$ cat src/rtl/pwm_pkg.sv
// pwm_pkg: shared counter constants and idle-level helper for PWM stages
package pwm_pkg;
  localparam int CNT_W = 8;
  localparam logic [CNT_W-1:0] CNT_MAX = 8'hFF;
  localparam logic [CNT_W-1:0] CNT_MIN = 8'h00;
  function automatic logic idle_level(input logic invert);
    return invert;
  endfunction
endpackage

$ cat src/rtl/pwm_compare_8b_wrap_detect.sv
// wrap_detect: flags FF->00 and 00->FF counter transitions once a previous sample exists
module wrap_detect
  import pwm_pkg::*;
(
  input  logic             clk,
  input  logic             rst_n,
  input  logic [CNT_W-1:0] i_count,
  output logic             o_wrap
);
  logic [CNT_W-1:0] r_count_q;
  logic             r_primed;
  // remember the previous count; primed marks the sample as valid
  always_ff @(posedge clk or negedge rst_n)
    if (!rst_n) begin
      r_count_q <= CNT_MIN;
      r_primed  <= 1'b0;
    end else begin
      r_count_q <= i_count;
      r_primed  <= 1'b1;
    end
  assign o_wrap = r_primed && ((r_count_q == CNT_MAX && i_count == CNT_MIN) ||
                               (r_count_q == CNT_MIN && i_count == CNT_MAX));
endmodule

$ cat src/rtl/pwm_compare_8b.sv
// pwm_compare_8b: double-buffered duty compare against a free-running count
module pwm_compare_8b
  import pwm_pkg::*;
#(
  parameter logic INVERT = 1'b0
) (
  input  logic             clk,
  input  logic             rst_n,
  input  logic [CNT_W-1:0] i_count,
  input  logic             i_en,
  input  logic [CNT_W-1:0] i_duty_in,
  input  logic             i_duty_wr,
  output logic             o_pwm_out,
  output logic             o_period_pulse,
  output logic [CNT_W-1:0] o_duty_active,
  output logic             o_pending
);
  localparam logic IDLE = idle_level(INVERT);
  logic             w_wrap;
  logic [CNT_W-1:0] w_duty_next;
  logic [CNT_W-1:0] r_duty_pend;
  logic [CNT_W-1:0] r_duty_active;
  logic             r_pending;
  logic             r_pwm;
  logic             r_pulse;
  wrap_detect u_wrap (
    .clk    (clk),
    .rst_n  (rst_n),
    .i_count(i_count),
    .o_wrap (w_wrap)
  );
  assign w_duty_next = (w_wrap && r_pending) ? r_duty_pend : r_duty_active;
  // buffer duty writes, promote them at wraps, and register the compare result
  always_ff @(posedge clk or negedge rst_n)
    if (!rst_n) begin
      r_duty_pend   <= CNT_MIN;
      r_duty_active <= CNT_MIN;
      r_pending     <= 1'b0;
      r_pwm         <= IDLE;
      r_pulse       <= 1'b0;
    end else begin
      if (i_duty_wr) r_duty_pend <= i_duty_in;
      r_pending     <= i_duty_wr ? 1'b1 : (w_wrap ? 1'b0 : r_pending);
      r_duty_active <= w_duty_next;
      r_pwm         <= i_en ? ((i_count < w_duty_next) ^ INVERT) : IDLE;
      r_pulse       <= w_wrap;
    end
  assign o_pwm_out      = r_pwm;
  assign o_period_pulse = r_pulse;
  assign o_duty_active  = r_duty_active;
  assign o_pending      = r_pending;
endmodule

$ cat config.mk
export PLATFORM = sky130hd
export DESIGN_NAME = pwm_compare_8b
export DESIGN_NICKNAME = d
export VERILOG_FILES = /design/src/rtl/pwm_pkg.sv /design/src/rtl/pwm_compare_8b_wrap_detect.sv /design/src/rtl/pwm_compare_8b.sv
export SDC_FILE = /design/constraint.sdc
export NUM_CORES = 1
export LEC_CHECK = 0
export BUFFER_PORTS_ARGS = -buffer_cell sky130_fd_sc_hd__buf_2
export CORE_MARGIN = 2
export CORE_UTILIZATION = 51
export DETAILED_ROUTE_END_ITERATION = 10
export GPL_TIMING_DRIVEN = 0
export HOLD_SLACK_MARGIN = 0.12
export PLACE_DENSITY = 0.77
export SYNTH_ARGS = -nofsm -noshare
export SYNTH_HDL_FRONTEND = slang
export SYNTH_SLANG_ARGS = --single-unit
export TNS_END_PERCENT = 5
$ cat constraint.sdc
create_clock -name clk -period 3.3 [get_ports clk]
set_clock_uncertainty 0.2 [all_clocks]
set_input_delay 0.165 -clock clk [delete_from_list [all_inputs] [get_ports clk]]
set_output_delay 0.165 -clock clk [all_outputs]
set_load 0.02 [all_outputs]
==> run_results.csv, run 1 <==
group,metric,value,unit
floorplanning,dieArea,2807,um^2
finish,drive_gt1_share,35.51,%
min_path,min_path_type,"primary input to register",
synthesis,synth-edff-count,0,
grt,globalRouteTotalUtil,21.05,%
timing,finalSetupTns,0,ns
clock_tree,insertion_delay,0.32,ns
pwr,leakagePower,0.8684,nW
finish,final_core_util,71.93,%
synthesis,synth.most_common_cell,"dfrtp_1",
finish,fin_nets,167,
synthesis,synth-async-reset-ratio,100.0,%
timing,setup_violations,0,
setup_path,cpPeakStageDelay,0.53,ns
clock_tree,cts.sinks,28,
setup_path,startpoint_type,"primary input",
clock_tree,cts.clk_slew.worst_paths,0.14,ns
drt,routed-via-count,857,
drt,top_layer_used,"met4",
clock_tree,cts_buffer_depth,2,
timing,worst_slew_margin_rel,60.30,%
setup_path,crit_end,"o_pwm_out$_DFF_PN0_",
timing,tightest_slew,0.5955,ns
drt,avgRoutedWirePerCell,14.42,um
setup_path,worstRegToRegCells,12,
drt,post_drt_via_cell_ratio,5.163,
synthesis,syn_area_per_cell,13.91,um^2
drt,dr_wl_met2,1.189,mm
timing,hold_viol_final,0,
placement,dp.cells,145,
timing,finalCritPeriodShare,91.64,%
grt,overflow,0,
drt,drt.antenna.violating_nets,0,
synthesis,synth_top_area_share,57.26,%
pwr,vdd_drop_max,0.0002943,V
timing,grt_setup_unrepaired,"no",
clock_tree,cts_tree,"built",
finish,stdcell_count,166,
pwr,p_per_area,356.9,nW/um^2
clock_tree,cts_setup_buffers,0,
timing,fmaxAchievable,330.7,MHz
drt,wl,2.393,mm
synthesis,yosysWarnings,0,
floorplanning,initial_utilization,54.79,%
setup_path,r2r-end,"o_pwm_out$_DFF_PN0_",
setup_path,crit_chain,"dlygate4sd3_1, buf_2, nor4b_4, nand4_1, a211o_1, buf_6, mux2_2, inv_1, ha_1, a21oi_1, nor2b_1, o21ai_0, and4b_1, o21a_1",
placement,port_buffers,29,
drt,drc,0,
run,drv_cap,0,
floorplanning,die_h,52.99,um
setup_path,r2r_setup_slack,0.39,ns
grt,grt_max_degree,29,
setup_path,crit_arrival,3.10,ns
floorplanning,num_rows,17,
drt,wl_met1,1.070,mm
clock_tree,cts_buffers,3,
synthesis,yosys_most_used_dff,"dfrtp_1",
drt,met3WireLength,109,um
synthesis,ys_ff_latch,28,
drt,drtPass1Iterations,4,
setup_path,endpoint_kind,"register",
floorplanning,die_width,52.99,um
setup_path,regToRegStartpoint,"u_wrap.r_count_q[0]$_DFF_PN0_",
synthesis,synth_area,1224,um^2
clock_tree,cts_root_buf,"clkbuf_4",
synthesis,syn_inst,88,
timing,slew_viol_final,0,
synthesis,synth.distinct_cells,24,
synthesis,synth_commonest_cells,"28 x dfrtp_1, 9 x inv_1, 9 x mux2_2",
drt,drt_iter0_drc,5,
floorplanning,io_pins,31,
synthesis,yosysSeqAreaShare,57.26,%
synthesis,synth_top_area_cell,"dfrtp_1",
clock_tree,htreeDepth,1,
synthesis,synth_nets,115,
placement,gp_congestion,0.6920,
setup_path,startpoint,"i_count[4]",
run_status,status,"complete, no violations",
setup_path,critPathKind,"primary input to register",
grt,grt_pass1_wl,4.140,mm
clock_tree,cts_resized,0,
setup_path,path_max_fanout,8,
finish,antennaDiodeCount,0,
grt,grt_pass1_vias,937,
finish,area_growth,31.29,%
floorplanning,coreArea,2233,um^2
placement,dpl.hpwl,1.632,mm
timing,period_minus_slack,3.024,ns
grt,antenna_found_initial,0,
setup_path,cp_slowest_cell,"dlygate4sd3_1",
synthesis,yosys-top-cells-area,"dfrtp_1 57%, mux2_2 8.3%, ha_1 7.2%",
setup_path,worstPathRequired,3.38,ns
layout by cell type (no fill, tap or decap), drive strengths merged, types with 2 or more instances in the layout:
master,n
mux2,10
mux2i,6
inv,9
nand4,3
and4b,5
a21oi,3
buf,30
nor2b,2
dfrtp,28
clkbuf,4
nor4b,4
dlygate4sd3,18
nor2,2
ha,7
cells by family (layout without fill, tap and decap cells):
kind of cell / after synthesis / in the layout / share of synthesized area [%]
adder cells (fa/ha/maj): 7 / 7 / 7.157
AO/OA/AOI/OAI: 8 / 8 / 4.192
flip-flops: 28 / 28 / 57.26
other: 1 / 1 / 0.3065
multiplexers: 16 / 16 / 14.42
AND/OR/NAND/NOR: 17 / 17 / 12.68
buffers and inverters: 11 / 61 / 3.987
power by group:
| group | internal [mW] | switching [mW] |
|---|---|---|
| clock network | 0.0429 | 0.0933 |
| registers | 0.359 | 0.00758 |
| logic | 0.0406 | 0.0300 |
registers in the layout (all words and copies together), names as in the netlist:
register,flops
o_duty_active,8
o_pending,1
o_period_pulse,1
o_pwm_out,1
r_duty_pend,8
u_wrap.r_count_q,8
u_wrap.r_primed,1
layout make-up:
type,instances,area [um^2]
plain buffers,2,15.01
multi-input cells,49,474.2
inverters,9,33.78
well taps,28,35.03
flip-flops and latches,28,700.7
fillers,157,626.9
repair buffers,47,325.3
clock buffers,3,22.52
metrics by stage:
stage | area (um^2) | power (mW) | setup slack (ns) | hold WS [ns]
global route | 1607 | 0.5950 | 0.07533 | 0.1892
global placement | 1404 | 0.4233 | 0.4980 | -0.006378
finish | 1607 | 0.5734 | 0.2757 | 0.1337
CTS | 1607 | 0.5745 | 0.3194 | 0.1414
floorplan | 1224 | 0.3974 | 0.7062 | -0.3306
detailed placement | 1404 | 0.4270 | 0.4907 | 0.004498
timing repair:
action / CTS / global route
endpoints found under the hold margin: 46 / 0
hold buffers: 18 / 0
endpoints found under the setup margin: 0 / 0
critical path: cells and delay by family:
family,cells,cell delay (ns)
compound gates,4,0.79
fa+ha+maj,1,0.23
buf+inv,4,0.91
mux,1,0.29
simple gates,4,0.72
routing by layer:
layer  GRT usage (%)  up-vias
met1           27.72      416
li1                -      415
met2           35.21       22
met4           7.692        0
met5               0        -
met3           3.107        4
worst min-delay path by stage:
stage / startpoint / endpoint / slack, ns / cells after the start
2_1_floorplan: rst_n / o_duty_active[0]$_DFF_PN0_ / -0.33 / 0
3_3_place_gp: rst_n / r_duty_pend[5]$_DFFE_PN0P_ / -0.006 / 1
3_5_place_dp: rst_n / o_duty_active[5]$_DFF_PN0_ / 0.004 / 1
4_1_cts: i_duty_wr / o_pending$_DFFE_PN0P_ / 0.14 / 2
5_1_grt: i_duty_wr / o_pending$_DFFE_PN0P_ / 0.19 / 2
6_report: i_duty_wr / o_pending$_DFFE_PN0P_ / 0.13 / 2
(Power assumes the default switching activity.)
==> inputs of run 2 (changes only) <==
--- a/config.mk
+++ b/config.mk
@@ -7,12 +7,13 @@
 export LEC_CHECK = 0
 export BUFFER_PORTS_ARGS = -buffer_cell sky130_fd_sc_hd__buf_2
 export CORE_MARGIN = 2
-export CORE_UTILIZATION = 51
+export CORE_UTILIZATION = 45
 export DETAILED_ROUTE_END_ITERATION = 10
 export GPL_TIMING_DRIVEN = 0
 export HOLD_SLACK_MARGIN = 0.12
-export PLACE_DENSITY = 0.77
+export PLACE_DENSITY = 0.71
 export SYNTH_ARGS = -nofsm -noshare
 export SYNTH_HDL_FRONTEND = slang
+export SYNTH_HIERARCHICAL = 1
 export SYNTH_SLANG_ARGS = --single-unit
 export TNS_END_PERCENT = 5
==> run_results.csv, run 2 <==
group,metric,value,unit
clock_tree,insertion_delay,0.31,ns
drt,drt_iter0_drc,4,
finish,fin_nets,175,
synthesis,synth_top_area_share,57.44,%
drt,wl,2.333,mm
timing,finalCritPeriodShare,88.18,%
floorplanning,io_pins,31,
placement,pre_cts_ws,0.4704,ns
grt,antenna_found_initial,0,
placement,placed_area,1403,um^2
finish,drive_gt1_share,35.37,%
drt,avgRoutedWirePerCell,13.18,um
finish,antennaDiodeCount,0,
floorplanning,initial_utilization,48.36,%
synthesis,muxShareOfSynthArea,14.67,%
setup_path,crit_arrival,2.96,ns
pwr,vdd_drop_max,0.0002680,V
grt,overflow,0,
synthesis,synth-edff-count,0,
synthesis,synth-compound-area-share,4.615,%
setup_path,critPathKind,"primary input to register",
synthesis,ys_ff_latch,28,
setup_path,cp_slowest_cell,"dlygate4sd3_1",
grt,grt_pass1_wl,4.105,mm
synthesis,synth_adder_area_share,7.179,%
setup_path,r2r_setup_slack,0.48,ns
timing,tightest_slew,0.6088,ns
setup_path,cpLargestDelayFamily,"compound AO/OA/AOI/OAI gates",
synthesis,yosys_most_used_dff,"dfrtp_1",
synthesis,yosysWarnings,6,
setup_path,crit_chain,"dlygate4sd3_1, buf_2, nor4b_2, nand4_1, a21boi_1, nand2_4, mux2_2, inv_1, ha_1, a211o_1, a21oi_1, o21ai_1, a21oi_1",
finish,layout_commonest_cell,"buf_2",
setup_path,r2r-end,"o_pwm_out$_DFF_PN0_",
synthesis,yosys-top-cells-area,"dfrtp_1 57%, mux2_2 10%, ha_1 7.2%",
drt,drt.antenna.violating_nets,0,
timing,holdWs,0.1753,ns
drt,drc,0,
setup_path,regToRegStartpoint,"u_wrap/r_count_q[0]$_DFF_PN0_",
setup_path,critPathBufInv,3,
finish,final_cell_mix,"30 x buf_2, 28 x dfrtp_1, 27 x dlygate4sd3_1",
run,drv_cap,0,
setup_path,cp_common_cell,"a21oi_1",
synthesis,synth_area,1220,um^2
timing,finalSetupTns,0,ns
clock_tree,cts_buffers,3,
floorplanning,die_width,56.07,um
setup_path,worstRegToRegCells,11,
pwr,p_per_area,357.3,nW/um^2
drt,post_drt_via_cell_ratio,4.977,
clock_tree,cts_hold_buf,27,
finish,stdcell_count,177,
timing,worst_slack,0.3901,ns
finish,area_growth,40.10,%
grt,grt_max_degree,29,
setup_path,startpoint_type,"primary input",
clock_tree,cts_setup_buffers,0,
pwr,power.total,0.6106,mW
timing,worst_slew_margin_rel,59.42,%
synthesis,yosys.area_share.simple,12.31,%
floorplanning,die_h,56.07,um
timing,slew_viol_final,0,
clock_tree,cts.sinks,28,
clock_tree,htreeDepth,1,
clock_tree,cts_resized,0,
synthesis,synth.distinct_cells,21,
placement,dpl.hpwl,1.629,mm
min_path,min_path_type,"primary input to asynchronous set/reset pin",
drt,routed-via-count,881,
synthesis,synth_top_area_cell,"dfrtp_1",
placement,dp.cells,146,
grt,globalRouteTotalUtil,16.47,%
pwr,leakagePower,0.8740,nW
synthesis,yosysSeqAreaShare,57.44,%
floorplanning,num_rows,18,
synthesis,syn_area_per_cell,14.02,um^2
timing,fmaxAchievable,343.7,MHz
clock_tree,cts_tree,"built",
clock_tree,cts_root_buf,"clkbuf_4",
synthesis,syn_inst,87,
timing,grt_setup_unrepaired,"no",
floorplanning,coreArea,2522,um^2
floorplanning,dieArea,3143,um^2
timing,period_minus_slack,2.910,ns
finish,final_core_util,67.76,%
setup_path,worstPathRequired,3.35,ns
setup_path,endpoint_kind,"register",
clock_tree,cts_buffer_depth,2,
finish,fin_area,1709,um^2
synthesis,synth-async-reset-ratio,100.0,%
synthesis,synth.most_common_cell,"dfrtp_1",
clock_tree,cts.clk_slew.worst_paths,0.14,ns
placement,gp_congestion,0.7215,
synthesis,synth_nets,114,
timing,setup_violations,0,
synthesis,synth-xor-area-share,0,%
drt,drtPass1Iterations,4,
synthesis,synth_commonest_cells,"28 x dfrtp_1, 11 x mux2_2, 10 x inv_1",
setup_path,path_max_fanout,8,
run_status,status,"complete, no violations",
grt,grt_pass1_vias,960,
synthesis,synth_top_family_by_area,"multiplexers",
setup_path,cpPeakStageDelay,0.53,ns
placement,port_buffers,29,
timing,hold_viol_final,0,
==> run 2: changes by cell type after synthesis, moves of 2 or more <==
| cell | delta |
|---|---|
| mux2i_1 | -2 |
| nor4b_1 | -2 |
| mux2_2 | +2 |
| a21o_1 | +2 |
| nor2_1 | -2 |
| and4b_1 | +2 |
| nor4b_2 | +3 |
| and4b_2 | -3 |
| nor2b_1 | -2 |
==> run 2: kinds of logic (layout without fill, tap and decap cells) <==
kind of cell | Yosys count | after routing
buffers and inverters | 11 | 71
adder cells (fa/ha/maj) | 7 | 7
AND/OR/NAND/NOR | 15 | 15
flip-flops | 28 | 28
AO/OA/AOI/OAI | 9 | 9
other | 1 | 1
multiplexers | 16 | 16
==> run 2: layout make-up <==
class	instances	area (um^2)
fill	189	813.3
sequential	28	700.7
multi-input combinational	48	476.7
timing repair buffer	56	415.4
inverter	10	37.54
tap	30	37.54
clock buffer	4	36.28
buffer	1	5.005
==> run 2: metal layers <==
layer	vias up	GRT usage (%)	share of wire, %
li1	432	-	-
met1	425	19.82	43
met2	24	29.75	52
met3	0	4.186	4.9
met4	0	3.061	0
met5	-	0	0
==> run 2: report_power, final <==
part	internal, mW	switching, mW	total, mW
sequential	0.359	0.00819	0.367
clock	0.0674	0.0916	0.159
combinational	0.0533	0.0310	0.0843
total	0.480	0.131	0.611
==> run 2: worst max path at each step <==
stage	startpoint	end	slack (ns)	cells after the start
4_1_cts	i_count[5]	o_pwm_out$_DFF_PN0_	0.37	13
2_1_floorplan	u_wrap/r_count_q[4]$_DFF_PN0_	o_pwm_out$_DFF_PN0_	0.74	11
6_report	i_count[5]	o_pwm_out$_DFF_PN0_	0.39	13
3_5_place_dp	u_wrap/r_count_q[0]$_DFF_PN0_	o_pwm_out$_DFF_PN0_	0.47	11
3_3_place_gp	u_wrap/r_count_q[0]$_DFF_PN0_	o_pwm_out$_DFF_PN0_	0.52	11
5_1_grt	i_count[1]	o_pwm_out$_DFF_PN0_	0.14	13
==> run 2: worst reg2reg max path: cells and delay by family (launching register included) <==
kind	cells	cell delay (ns)
AO/OA/AOI/OAI	5	0.94
AND/OR/NAND/NOR	3	0.56
flip-flops	1	0.42
multiplexers	1	0.32
adder cells (fa/ha/maj)	1	0.23
buffers and inverters	1	0.07
